--- config.mk ---
export PLATFORM = sky130hd
export DESIGN_NAME = mdu_ctrl
export DESIGN_NICKNAME = d
export VERILOG_FILES = /design/src/rtl/mdu_ctrl.sv
export SDC_FILE = /design/constraint.sdc
export NUM_CORES = 1
export LEC_CHECK = 0
export ABC_AREA = 1
export CAP_MARGIN = 20
export CORE_UTILIZATION = 47
export CTS_CLUSTER_SIZE = 14
export DETAILED_ROUTE_END_ITERATION = 10
export PLACE_DENSITY = 0.88
export SETUP_SLACK_MARGIN = 0.2
export SYNTH_ARGS = -nofsm -noshare
export SYNTH_HDL_FRONTEND = slang
export SYNTH_SLANG_ARGS = --single-unit
--- constraint.sdc ---
create_clock -name clk -period 6.45 [get_ports clk]
set_input_delay 0.645 -clock clk [delete_from_list [all_inputs] [get_ports clk]]
set_output_delay 0.645 -clock clk [all_outputs]
set_load 0.005 [all_outputs]
--- src/rtl/mdu_ctrl.sv ---
// Multiply/divide-unit control: sequences a multi-cycle external multiplier and owns HI/LO.
// Optional MADD/MADDU accumulate support is enabled by defining MDU_MADD_EN.
module mdu_ctrl #(
  parameter int unsigned MUL_CYCLES = 2
) (
  input  logic        clk,
  input  logic        rst,
  input  logic        start,
  input  logic [2:0]  op,
  input  logic [31:0] rs_val,
  input  logic [31:0] rt_val,
  output logic [31:0] mul_a,
  output logic [31:0] mul_b,
  input  logic [63:0] mul_z,
  output logic [31:0] hi,
  output logic [31:0] lo,
  output logic        busy,
  output logic        done
);

  typedef enum logic [1:0] {S_IDLE, S_WAIT, S_FIX} state_t;

  localparam logic [2:0] OP_MULT  = 3'b001;
  localparam logic [2:0] OP_MULTU = 3'b010;
  localparam logic [2:0] OP_MTHI  = 3'b011;
  localparam logic [2:0] OP_MTLO  = 3'b100;
  localparam logic [2:0] OP_MADD  = 3'b101;
  localparam logic [2:0] OP_MADDU = 3'b110;

  localparam logic [3:0] CNT_INIT = 4'(MUL_CYCLES - 1);

  state_t      state_q;
  logic [3:0]  cnt_q;
  logic [31:0] mul_a_q, mul_b_q, hi_q, lo_q;
  logic [63:0] prod_q;
  logic        neg_q, acc_q, busy_q, done_q;

  logic        is_mul_d, is_signed_d, is_acc_d;
  logic [31:0] mag_a_d, mag_b_d;
  logic [63:0] res_d, wr_d;

  // NOTE: every always_comb output gets a default first so no path can infer a latch.
  always_comb begin
    is_mul_d    = 1'b0;
    is_signed_d = 1'b0;
    is_acc_d    = 1'b0;
    unique case (op)
      OP_MULT:  begin is_mul_d = 1'b1; is_signed_d = 1'b1; end
      OP_MULTU: is_mul_d = 1'b1;
`ifdef MDU_MADD_EN
      OP_MADD:  begin is_mul_d = 1'b1; is_signed_d = 1'b1; is_acc_d = 1'b1; end
      OP_MADDU: begin is_mul_d = 1'b1; is_acc_d = 1'b1; end
`else
      OP_MADD, OP_MADDU: ;
`endif
      default: ;
    endcase
  end

  // Two's-complement negation leaves 0x80000000 unchanged, which is its correct magnitude.
  assign mag_a_d = (is_signed_d && rs_val[31]) ? (~rs_val + 32'd1) : rs_val;
  assign mag_b_d = (is_signed_d && rt_val[31]) ? (~rt_val + 32'd1) : rt_val;

  assign res_d = neg_q ? (~prod_q + 64'd1) : prod_q;
  assign wr_d  = acc_q ? ({hi_q, lo_q} + res_d) : res_d;

  // NOTE: sequential state uses non-blocking assignments so all registers update together.
  always_ff @(posedge clk or posedge rst) begin
    if (rst) begin
      state_q <= S_IDLE;
      cnt_q   <= 4'd0;
      mul_a_q <= 32'd0;
      mul_b_q <= 32'd0;
      hi_q    <= 32'd0;
      lo_q    <= 32'd0;
      prod_q  <= 64'd0;
      neg_q   <= 1'b0;
      acc_q   <= 1'b0;
      busy_q  <= 1'b0;
      done_q  <= 1'b0;
    end else begin
      done_q <= 1'b0;
      unique case (state_q)
        S_IDLE: begin
          if (start) begin
            if (is_mul_d) begin
              mul_a_q <= mag_a_d;
              mul_b_q <= mag_b_d;
              neg_q   <= is_signed_d & (rs_val[31] ^ rt_val[31]);
              acc_q   <= is_acc_d;
              cnt_q   <= CNT_INIT;
              busy_q  <= 1'b1;
              state_q <= S_WAIT;
            end else if (op == OP_MTHI) begin
              hi_q <= rs_val;
            end else if (op == OP_MTLO) begin
              lo_q <= rs_val;
            end
          end
        end
        S_WAIT: begin
          if (cnt_q == 4'd0) begin
            prod_q  <= mul_z;
            state_q <= S_FIX;
          end else begin
            cnt_q <= cnt_q - 4'd1;
          end
        end
        S_FIX: begin
          {hi_q, lo_q} <= wr_d;
          busy_q  <= 1'b0;
          done_q  <= 1'b1;
          state_q <= S_IDLE;
        end
        default: state_q <= S_IDLE;
      endcase
    end
  end

  assign mul_a = mul_a_q;
  assign mul_b = mul_b_q;
  assign hi    = hi_q;
  assign lo    = lo_q;
  assign busy  = busy_q;
  assign done  = done_q;

endmodule

==> impl_summary.txt, run 1 <==
----------------------------------------------------
[Outcome]
  Result of the run ... finished, final reports clean

[Route]
  Vias/cell ... 5.58
  WL/cell ... 19.1 µm
  ANT nets after route ... 0
  Remaining routing DRC violations ... 0
  Iteration-0 DRC Markers ... 1331
  Vias ... 13000
  Final wirelength ... 44600 µm
  First-pass detailed-route iteration total ... 5

[Power and ir drop]
  Pwr Total ... 6570 µW
  Pwr dens ... 417 nW/µm²
  Static power due to leakage ... 0.00718 µW
  Worst IR drop on VDD ... 0.232 mV

[Final layout]
  Most frequent cells in the layout ... nand2_1, clkdlybuf4s50_1, nor2_1
  Layout overhead on the synthesized area ... 27.6%
  Leading cell type in the layout, fill and taps excluded ... nand2_1
  Nets@finish ... 2126
  Share of final-layout standard cells stronger than drive strength 1 ... 0.0594
  Final core utilization ... 0.618

[Clock tree]
  CTS tree ... done
  Clock network latency to the later pin of the worst-skew pair ... 520 ps
  Post-cts hold buffer count ... 0
  Clock Tree Buf Depth ... 3
  Resized Gates After CTS ... 0
  Htree depth ... 1
  Number of clock sinks ... 201
  Clock-pin slew on the worst setup and hold paths ... 60 ps
  Setup Buffers After CTS ... 0
  Root Buffer ... clkbuf_16
  CTS buffer count ... 23

[STA]
  Max Freq ... 0.330 GHz
  Tightest Pin Transition ... 1020 ps
  Total count of max-transition violations in the final report ... 0
  Post-layout worst setup margin ... 3420 ps
  Shortest clock period the worst path allows after layout ... 3030 ps
  Relative max-transition margin ... 0.319
  Final-layout setup total negative slack ... 0 ps
  Final Hold Viols ... 0
  Setup repair after global routing missed its margin ... false
  Final number of setup-violating endpoints ... 0
  Period utilisation layout ... 0.470
  Clock skew after layout ... 8.27 ps

[Setup path]
  WS Path Type ... in2reg
  Master of the slowest instance on the critical path ... nor2_4
  Buffer and inverter count on the worst path ... 4
  CP Max Fanout ... 83
  Kind of end point of the critical path ... flip-flop
  Largest delay contributor family on the critical path ... buffers and inverters
  Startpoint class of the critical path ... input pin
  CP Cell Sequence ... clkdlybuf4s50_1 > nand2_1 > nand3_2 > inv_2 > nand3_4 > nor2_4 > inv_2 > buf_4 > a21oi_1 > o21ai_1 > nand2_1
  Worst stage delay on the critical path ... 730 ps
  Arrival time reported for the critical path endpoint ... 3480 ps
  Data required time at the worst endpoint ... 6900 ps

[Synthesis]
  Synthesized netlist cell count ... 1758
  Flop and latch count out of synthesis ... 201
  Sequential area share after synthesis ... 0.408
  Area share of the leading cell type in the synthesized netlist ... 0.408
  Most area-hungry cell type in the Yosys netlist ... dfrtp_1
  Average size of a mapped cell ... 7.02 µm²
  FFs w/ async S/R, synth ... 1.00
  Netlist cell types ... 40
  Synth top area cells ... dfrtp_1, nand2_1, nor2_1
  Ys Warns ... 0
  Synth Cell Area ... 12300 µm²
  Net count of the mapped netlist ... 1896
  EDFF count, synth ... 0
  Dominant register cell in the synthesized netlist ... dfrtp_1

[Global routing]
  Met2 Use GR ... 0.543
  Number of antenna violations at the first check in global routing ... 1
  GRT Max-Usage Layer ... met2
  Global-route met1 utilization ... 0.425
  M3 GR Usage ... 0.0563
  GR Util All Layers ... 0.331
  Largest net degree at the start of global routing ... 119
  Via count of the first global-routing pass ... 12300
  Total grt overflow ... 0
  Global-route wire length before repair ... 67800 µm

[Floorplanning]
  Vert. Die Dim ... 164 µm
  Starting Density ... 0.484
  Overall die width ... 164 µm
  Area of the core ... 25500 µm²
  Number of placement rows ... 58
  Die area ... 26900 µm²
  IO Count ... 264

[Placed design]
  Final HPWL DP ... 34400 µm
  Number of buffer cells added on primary ports ... 263
  Pre-CTS setup slack ... 2920 ps
  Final GP Congestion ... 0.994

[Flow run]
  Reported max-cap violation count ... 0

[Hold path]
  Worst min-delay path class ... reg2reg

----------------------------------------------------
-- path summary, 6_finish.rpt --
path,from,to,slack (ps),depth (start not counted)
min in group asynchronous,rst,mul_b[8],600,2
hold / removal,cnt_q[3],cnt_q[3],480,1
setup / recovery,op[0],mul_a[2],3420,11
setup reg to reg,state_q[0],lo[19],3710,7
hold reg to reg,cnt_q[3],cnt_q[3],480,1
max in group asynchronous,rst,prod_q[33],4570,3
-- power breakdown --
| group | leakage, µW | internal [µW] | switching (µW) |
|---|---|---|---|
| logic | 0.00446 | 1310 | 1580 |
| registers | 0.00236 | 1870 | 541 |
| clock network | 0.000360 | 729 | 541 |
| total | 0.00718 | 3910 | 2660 |
-- final cells by class --
| type | instances | area (µm²) |
|---|---|---|
| diodes | 1 | 2.50 |
| repair buffers | 270 | 2690 |
| flip-flops and latches | 201 | 5030 |
| multi-input cells | 1303 | 6170 |
| inverters | 189 | 717 |
| clock inverters | 7 | 37.5 |
| clock buffers | 32 | 679 |
| fillers | 2244 | 9730 |
| well taps | 330 | 413 |
-- sequential cells by signal, indices dropped and copies added, names as in the netlist --
name	flops
busy	1
state_q	2
hi	32
lo	32
mul_b	32
cnt_q	4
prod_q	64
done	1
mul_a	32
neg_q	1
-- cells in the mapped netlist, types with 2 or more instances --
cell / count
a21boi_1: 25
a22oi_1: 2
or2_2: 6
buf_6: 16
xor2_1: 33
nor4_1: 3
nand2_1: 481
nand3_4: 3
inv_2: 13
nor2_1: 262
o31ai_1: 3
nor2_2: 14
nand4_1: 16
ha_1: 4
buf_4: 7
nand3_1: 167
nand3_2: 4
a31oi_1: 16
dfrtp_1: 201
nand2_4: 2
o21ai_2: 6
nand2_2: 8
or2_1: 4
o21ai_4: 5
o21ai_1: 31
o211ai_1: 4
nor2_4: 9
clkbuf_1: 7
a21oi_1: 45
nor3_1: 14
buf_2: 34
o21ai_0: 130
inv_1: 176
-- worst register-to-register path: stages, from the launching register on --
cell and delay, ps:
dfrtp_1 440, nor2_4 500, inv_1 500, nand2_1 180
buf_4 340, inv_2 330, nor2_1 250, a21oi_1 90
-- layer usage --
| layer | wire [µm] | vias to the layer above |
|---|---|---|
| met2 | 20500 | 704 |
| met4 | 2200 | 0 |
| met5 | 0 | - |
| met1 | 17700 | 6107 |
| li1 | - | 6066 |
| met3 | 4270 | 135 |
-- stage by stage --
| step | hold WS [ps] | area (µm²) | cells |
|---|---|---|---|
| 6_report | 476 | 15700 | 2333 |
| 5_1_grt | 499 | 15700 | 2332 |
| 4_1_cts | 477 | 15700 | 2332 |
| 3_5_place_dp | 464 | 15000 | 2293 |
| 3_3_place_gp | 452 | 15000 | 2293 |
| 2_1_floorplan | 434 | 12300 | 1758 |
-- kinds of logic after synthesis --
kind of cell | count (synthesis) | synth area share
flip-flops | 201 | 0.408
AO/OA/AOI/OAI | 269 | 0.126
adder cells (fa/ha/maj) | 4 | 0.00406
buffers and inverters | 254 | 0.0927
AND/OR/NAND/NOR | 996 | 0.346
XOR/XNOR | 34 | 0.0241
(Power assumes the default switching activity.)
==> run 2: changes to the inputs <==
clock period = 2.6 ns   (was 6.45 ns; I/O delays follow)
==> impl_summary.txt, run 2 (same netlist as run 1, synthesis figures left out) <==
----------------------------------------------------
[Route]
  Vias ... 13100 (+0.53%)
  First-pass detailed-route iteration total ... 6 (+1)
  Vias/cell ... 5.55 (-0.41%)
  ANT nets after route ... 0 (unchanged)
  Iteration-0 DRC Markers ... 1356 (+1.9%)
  Final wirelength ... 45200 µm (+1.4%)
  Remaining routing DRC violations ... 0 (unchanged)
  WL/cell ... 19.2 µm (+0.44%)

[Final layout]
  Share of final-layout standard cells stronger than drive strength 1 ... 0.0701 (+0.0107)
  Count of antenna diodes in the layout ... 0 (-1)
  Layout overhead on the synthesized area ... 30.6%
  Non-filler cells in the finished layout ... 2355 (+0.94%)
  Leading cell type in the layout, fill and taps excluded ... nand2_1
  Number of flip-flops in the largest register ... 64 (unchanged)
  Nets@finish ... 2146 (+0.94%)
  Largest register by flop count ... prod_q
  Final core utilization ... 0.632 (+0.0143)
  Most frequent cells in the layout ... nand2_1, clkdlybuf4s50_1, nor2_1

[Clock tree]
  Resized Gates After CTS ... 0 (unchanged)
  CTS buffer count ... 23 (unchanged)
  Setup Buffers After CTS ... 0 (unchanged)
  Root Buffer ... clkbuf_16
  Clock network latency to the later pin of the worst-skew pair ... 530 ps (about the same)
  Post-cts hold buffer count ... 0 (unchanged)
  Htree depth ... 1 (unchanged)
  Clock-pin slew on the worst setup and hold paths ... 60 ps (about the same)
  CTS tree ... done
  Number of clock sinks ... 201 (unchanged)
  Clock Tree Buf Depth ... 3 (unchanged)

[Floorplanning]
  Die area ... 26900 µm² (unchanged)
  Vert. Die Dim ... 164 µm (unchanged)
  Overall die width ... 164 µm (unchanged)
  Area of the core ... 25500 µm² (unchanged)
  Starting Density ... 0.484 (unchanged)
  IO Count ... 264 (unchanged)
  Number of placement rows ... 58 (unchanged)

[Setup path]
  Startpoint of the lowest-slack register-to-register path ... prod_q[1]
  Data required time at the worst endpoint ... 3040 ps (-3860 ps)
  R2r endpoint ... hi[14]
  Worst Reg2Reg Path Length in Cells ... 10 (+3)
  WS Path Type ... reg2reg
  CP Max Fanout ... 8 (-90%)
  Kind of end point of the critical path ... flip-flop
  Worst setup path end ... hi[14]
  Startpoint class of the critical path ... flip-flop
  Beginning of the critical path ... prod_q[1]
  Slack of the worst reg-to-reg path ... 360 ps (-3350 ps)
  Arrival time reported for the critical path endpoint ... 2670 ps (-810 ps)

[Hold path]
  Worst min-delay path class ... in2async

[STA]
  Final number of setup-violating endpoints ... 0 (unchanged)
  Max Freq ... 0.447 GHz
  Clock skew after layout ... 25.8 ps (+17.5 ps)
  Tightest Pin Transition ... 764 ps (-258 ps)
  Final Hold Viols ... 0 (unchanged)
  Shortest clock period the worst path allows after layout ... 2240 ps
  Post-layout worst setup margin ... 363 ps (-3060 ps)
  Period utilisation layout ... 0.860
  Setup repair after global routing missed its margin ... false
  Relative max-transition margin ... 0.491 (+0.172)
  Worst hold slack ... 44.6 ps (-432 ps)
  Total count of max-transition violations in the final report ... 0 (unchanged)

[Power and ir drop]
  Static power due to leakage ... 0.00737 µW (+2.6%)
  Pwr dens ... 1050 nW/µm² (+150%)
  Pwr Total ... 17000 µW (+160%)
  Worst IR drop on VDD ... 0.602 mV (+160%)

[Placed design]
  Final GP Congestion ... 1.03 (+4.0%)
  Dpl cells ... 2313 (+0.87%)
  Pre-CTS setup slack ... 316 ps (-2600 ps)
  Number of buffer cells added on primary ports ... 263 (unchanged)
  Final HPWL DP ... 35200 µm (+2.5%)

[Flow run]
  Reported max-cap violation count ... 0 (unchanged)

[Global routing]
  Global-route wire length before repair ... 69600 µm (+2.7%)
  Number of antenna violations at the first check in global routing ... 0 (-1)
  Largest net degree at the start of global routing ... 130 (+9.2%)
  GR Util All Layers ... 0.339 (+0.00816)
  Via count of the first global-routing pass ... 12600 (+2.6%)
  Total grt overflow ... 0 (unchanged)

[Outcome]
  Result of the run ... finished, final reports clean

----------------------------------------------------
run 2: changes by cell type in the layout (fill, tap and decap cells not counted), sizes merged:
cell    previous run  this run
bufinv             0         6
clkbuf            32        31
clkinv             6         4
buf                7        27
diode              1         0
run 2: cell type report:
type,instances,area [µm²]
clock buffer,31,666
inverter,189,713
multi-input combinational,1303,6170
sequential,201,5030
fill,2274,9370
tap,330,413
timing repair buffer,290,2900
clock inverter,11,209
run 2: worst max-delay path: stages (launching register included):
cell	delay (ps)
dfrtp_1	400
inv_1	90
ha_1	260
nand3_1	190
nor2_2	190
nand2_2	130
o21ai_4	370
nand2_1	90
nand2_1	80
nand3_1	130
a21boi_1	200
run 2: metrics by stage:
stage | area, µm² | TNS [ps]
detailed placement | 15200 | 0
global route | 16100 | 0
finish | 16100 | 0
CTS | 16100 | 0
global placement | 15200 | 0
floorplan | 12300 | -52730
run 2: routing by layer:
layer / part of all wire / global-route usage / up-vias
met4: 0.054 / 0.170 / 0
met5: 0 / 0 / -
met2: 0.46 / 0.552 / 733
met1: 0.39 / 0.430 / 6086
li1: - / - / 6124
met3: 0.098 / 0.0641 / 138
run 2: power breakdown:
group          internal (µW)  leakage (µW)  switching [µW]
Sequential              4630       0.00236            1350
Clock                   2390      0.000434            1360
Combinational           3330       0.00457            3930
Total                  10300       0.00737            6640
run 2: worst min-delay path by stage:
stage,startpoint,endpoint,slack (ps),cells after the start
detailed placement,cnt_q[3],cnt_q[3],460,1
global placement,cnt_q[3],cnt_q[3],450,1
global route,rst,mul_a[17],70,2
finish,rst,mul_a[2],40,2
floorplan,mul_z[0],prod_q[0],380,2
CTS,rst,mul_a[17],50,2
